File: src/rtl/rng_pkg.sv
// rtl/rng_pkg.sv - shared word type, drop counter width and signature step for rng_fifo
package rng_pkg;

  typedef logic [31:0] rng_word_t;

  localparam int DROP_CNT_W = 16;

  // Rotate-left-by-one then fold in the popped word.
  function automatic rng_word_t sig_next(rng_word_t sig, rng_word_t word);
    return {sig[30:0], sig[31]} ^ word;
  endfunction

endpackage

File: src/rtl/rng_decim.sv
// rtl/rng_decim.sv - decimation counter; strobes once every DECIM enabled cycles
module rng_decim #(
  parameter int DECIM = 4
) (
  input  logic clk,
  input  logic reset,
  input  logic en_i,
  output logic strobe_o
);

  localparam int CW = (DECIM > 1) ? $clog2(DECIM) : 1;
  localparam logic [CW-1:0] LAST = CW'(DECIM - 1);

  logic [CW-1:0] cnt;

  assign strobe_o = en_i && (cnt == LAST);

  always_ff @(posedge clk or posedge reset) begin
    if (reset) begin
      cnt <= '0;
    end else if (en_i) begin
      cnt <= (cnt == LAST) ? '0 : cnt + CW'(1);
    end
  end

endmodule

File: src/rtl/rng_fifo.sv
// rtl/rng_fifo.sv - decimated LFSR sampler feeding a FWFT FIFO with drop counter
// Optional popped-word signature on sig_o enabled by macro RNG_FIFO_SIG_EN.
module rng_fifo
  import rng_pkg::*;
#(
  parameter int DEPTH = 8,
  parameter int DECIM = 4
) (
  input  logic                    clk,
  input  logic                    reset,
  input  logic                    en_i,
  input  logic [31:0]             lfsr_state_i,
  output logic [31:0]             rnd_o,
  output logic                    rnd_valid_o,
  input  logic                    rnd_ready_i,
  output logic [$clog2(DEPTH):0]  count_o,
  output logic [DROP_CNT_W-1:0]   drop_cnt_o,
  output logic [31:0]             sig_o
);

  localparam int AW = $clog2(DEPTH);
  localparam int CW = AW + 1;

  rng_word_t     mem [DEPTH];
  logic [AW-1:0] wptr;
  logic [AW-1:0] rptr;
  logic          strobe;
  logic          full;
  logic          push;
  logic          pop;

  rng_decim #(.DECIM(DECIM)) u_decim (
    .clk      (clk),
    .reset    (reset),
    .en_i     (en_i),
    .strobe_o (strobe)
  );

  assign rnd_valid_o = (count_o != '0);
  assign full        = (count_o == CW'(DEPTH));
  assign pop         = rnd_valid_o && rnd_ready_i;
  // A pop in the same cycle frees the slot, so a full FIFO still accepts.
  assign push        = strobe && (!full || pop);
  assign rnd_o       = mem[rptr];

  always_ff @(posedge clk) begin
    if (push) begin
      mem[wptr] <= lfsr_state_i;
    end
  end

  always_ff @(posedge clk or posedge reset) begin
    if (reset) begin
      wptr       <= '0;
      rptr       <= '0;
      count_o    <= '0;
      drop_cnt_o <= '0;
    end else begin
      if (push) wptr <= wptr + AW'(1);
      if (pop)  rptr <= rptr + AW'(1);
      if (push && !pop)      count_o <= count_o + CW'(1);
      else if (pop && !push) count_o <= count_o - CW'(1);
      if (strobe && full && !pop && (drop_cnt_o != '1)) begin
        drop_cnt_o <= drop_cnt_o + DROP_CNT_W'(1);
      end
    end
  end

`ifdef RNG_FIFO_SIG_EN
  always_ff @(posedge clk or posedge reset) begin
    if (reset) begin
      sig_o <= '0;
    end else if (pop) begin
      sig_o <= sig_next(sig_o, rnd_o);
    end
  end
`else
  assign sig_o = '0;
`endif

endmodule

File: config.mk
export PLATFORM = sky130hd
export DESIGN_NAME = rng_fifo
export DESIGN_NICKNAME = d
export VERILOG_FILES = /design/src/rtl/rng_pkg.sv /design/src/rtl/rng_decim.sv /design/src/rtl/rng_fifo.sv
export SDC_FILE = /design/constraint.sdc
export NUM_CORES = 1
export LEC_CHECK = 0
export ABC_AREA = 1
export CAP_MARGIN = 0
export CORE_MARGIN = 2
export CORE_UTILIZATION = 52
export CTS_CLUSTER_DIAMETER = 120
export DETAILED_ROUTE_END_ITERATION = 10
export PLACE_DENSITY_LB_ADDON = 0.3
export SYNTH_ARGS = -nofsm -noshare
export SYNTH_HDL_FRONTEND = slang
export SYNTH_SLANG_ARGS = --single-unit
export TNS_END_PERCENT = 5
File: constraint.sdc
create_clock -name clk -period 4 [get_ports clk]
set_input_delay 0.8 -clock clk [delete_from_list [all_inputs] [get_ports clk]]
set_output_delay 0.8 -clock clk [all_outputs]
set_load 0.02 [all_outputs]
==> results_dict.tcl, run 1 <==
set metrics [dict create \
    postRouteAntennaNets 0 \
    ioPinCount 121 \
    p_int_uw 6440 \
    final_cell_count_no_fill 1441 \
    maxCapViolCount 0 \
    tightest_slew_ps 789 \
    cp_max_fo 72 \
    wl_per_cell_um 17.3 \
    hold_buffers 0 \
    place.gp.congestion 0.767 \
    vias_per_cell 5.35 \
    slew_viol_final 0 \
    finalWirelength_um 24900 \
    pwr-share-clk_pct 27.5 \
    insertion_delay_ps 560 \
    period_share_pct 91.0 \
    grt_start_max_net_pins 130 \
    hold_violations 0 \
    fp.dieH_um 155 \
    switchingPower_uw 3550 \
    power.density_nw_per_um2 710 \
    final_util_pct 62.4 \
    grt_antenna_before_repair 1 \
    grt_pass1_vias 7294 \
    synth.avg_cell_area_sq_um 11.4 \
    multi_input_area_sq_um 3110 \
    cp_slowest_stage_delay_ps 610 \
    synth_top_cell_area_share_pct 64.6 \
    vias 7709 \
    clock-skew-final_ps 8.61 \
    vdd_ir_drop_max_v 0.000453 \
    dpl.cell_count 1385 \
    period_needed_ps 3640 \
    synth.distinct_cells 32 \
    path_delay_family "buffers and inverters" \
    grt_usage_pct 20.5 \
    cpMostUsedCell "nand2_1" \
    worst_slack_ps 360 \
    final_cell_mix "edfxtp_1 (256), nor2_1 (211), nand2_1 (187)" \
    startpoint_type "flip-flop" \
    required_ps 3200 \
    dr.first_iter.drc_count 567 \
    numCtsBuffers 29 \
    syn_area_sq_um 11900 \
    clk_pin_slew_ps 60 \
    pre_cts_ws_ps 863 \
    setup_viol 0 \
    min_path_type "reg -> reg" \
    crit_buf_inv 3 \
    netlist_instances 1046 \
    rsz0062_at_grt "no" \
    combPwrFrac_pct 35.9 \
    htree_levels 1 \
    clock-sinks 284 \
    synth.area.top_cells "edfxtp_1 (65%), o21ai_0 (7.1%), nor2_1 (6.9%)" \
    worst_hold_slack_ps 486 \
    cts_tree "done" \
    setup_tns_ps 0 \
    outcome "complete, no violations" \
    initial_utilization_pct 52.8 \
    grt_pass1_wl_um 38800 \
    first_pass_iters 5 \
    p_sw_share_pct 35.6 \
    root_buffer "clkbuf_16" \
    grt_overflow 0 \
    ys_seq_area_share_pct 70.4 \
    max-slew-margin-rel_pct 47.4 \
    dp_hpwl_um 13600 \
    power.leakage_uw 0.00503 \
    nets 1176 \
    drc 0 \
    row_count 55 \
    ys.warnings.count 0 \
    port_buffers 88 \
    final_common_cell "edfxtp_1" \
    clock_path_buffers 3 \
    die-area_sq_um 24100 \
    die_w_um 155 \
    syn_to_final_growth_pct 18.2 \
    n_fill_cell 1706 \
    register_area_sq_um 8400 \
    power_frac_seq_pct 36.6 \
    worst_path_max_delay_cell "clkdlybuf4s50_1" \
    critical_path_class "reg -> out" \
    drive_gt1_share_pct 7.71 \
    critPathArrivalTime_ps 2840 \
    synth_top_area_cell "edfxtp_1" \
    core_area_sq_um 22600 \
    synth-seq-cells 284 \
    crit_path_cell_trace "clkinv_2 > buf_12 > o21ai_0 > o21ai_1 > nand2_1 > nand2_1 > clkdlybuf4s50_1" \
    fmax_ghz 0.275 \
    critPathCaptureType "primary output" \
]
cell usage after synthesis, drive strengths merged:
library cell,instances
fa,1
buf,55
o21ai,200
nand2,190
mux2,2
dfrtp,28
nand3,8
ha,7
or2,1
a21oi,3
inv,22
conb,1
clkinv,2
nand3b,1
nor2,221
clkbuf,28
xor2,5
xnor2,9
nand4,6
edfxtp,256
what timing repair did:
action,CTS,global route
setup buffers,0,1
setup endpoints to repair,0,1
resized for setup,0,0
worst paths after layout:
path	start	end	slack (ps)	depth (start not counted)
setup / recovery	rptr[0]$_DFFE_PP0N_	rnd_o[16]	360	7
hold / removal	u_decim.cnt[0]$_DFFE_PP0P_	u_decim.cnt[0]$_DFFE_PP0P_	490	1
setup reg to reg	u_decim.cnt[0]$_DFFE_PP0P_	mem[7][19]$_DFFE_PP_	1790	8
hold reg to reg	u_decim.cnt[0]$_DFFE_PP0P_	u_decim.cnt[0]$_DFFE_PP0P_	490	1
max in group asynchronous	reset	drop_cnt_o[10]$_DFFE_PP0P_	2680	3
min in group asynchronous	reset	count_o[1]$_DFFE_PP0P_	690	2
sequential cells by signal, summed over array words and instances (netlist names):
signal       cells
wptr             3
count_o          4
mem            256
u_decim.cnt      2
rptr             3
drop_cnt_o      16
power groups by stage:
stage / sequential [uW] / combinational, uW / clock, uW
6_report: 3660 / 3590 / 2750
5_1_grt: 3690 / 3980 / 2910
4_1_cts: 3700 / 3530 / 2780
3_5_place_dp: 3760 / 3490 / 0
3_3_place_gp: 3760 / 3440 / 0
2_1_floorplan: 3640 / 2290 / 0
area by class of cell:
type / instances / area share (%)
Clock inverter: 19 / 1.53
Multi-Input combinational cell: 686 / 22.1
Inverter: 24 / 0.649
Antenna cell: 1 / 0.0178
Clock buffer: 35 / 5.46
Sequential cell: 284 / 59.6
Tap cell: 285 / 2.53
Timing Repair Buffer: 107 / 8.07
layer usage:
layer  vias to the layer above  track usage (%)  share of wire (%)
li1                       3706                -                  -
met1                      3714             28.8                 43
met2                       250             33.4                 49
met3                        39             3.09                6.3
met4                         0             6.42                2.0
met5                         -                0                  0
metrics by stage:
stage | cell area [sq um] | total power [uW]
floorplan | 12000 | 5940
global placement | 13100 | 7200
detailed placement | 13100 | 7250
CTS | 14100 | 10000
global route | 14100 | 10600
finish | 14100 | 10000
cells by family (layout without fill, tap and decap cells):
kind of cell,Yosys count,count (layout),synth area share (%)
DFF,284,284,70.4
adders and majority gates,8,8,0.904
xor gates and xnor gates,14,14,1.03
and+or+nand+nor,427,427,14.0
other,1,33,0.0315
AOI/OAI and AO/OA,203,203,8.56
buffers and inverters,107,185,4.90
muxes,2,2,0.189
Note: power is estimated with default switching activity, not from simulation.
==> run 2, diff against run 1 <==
- SLEW_MARGIN: unset -> 20
==> results of run 2 <==
Final layout, timing and power as in run 1 (identical DEF).
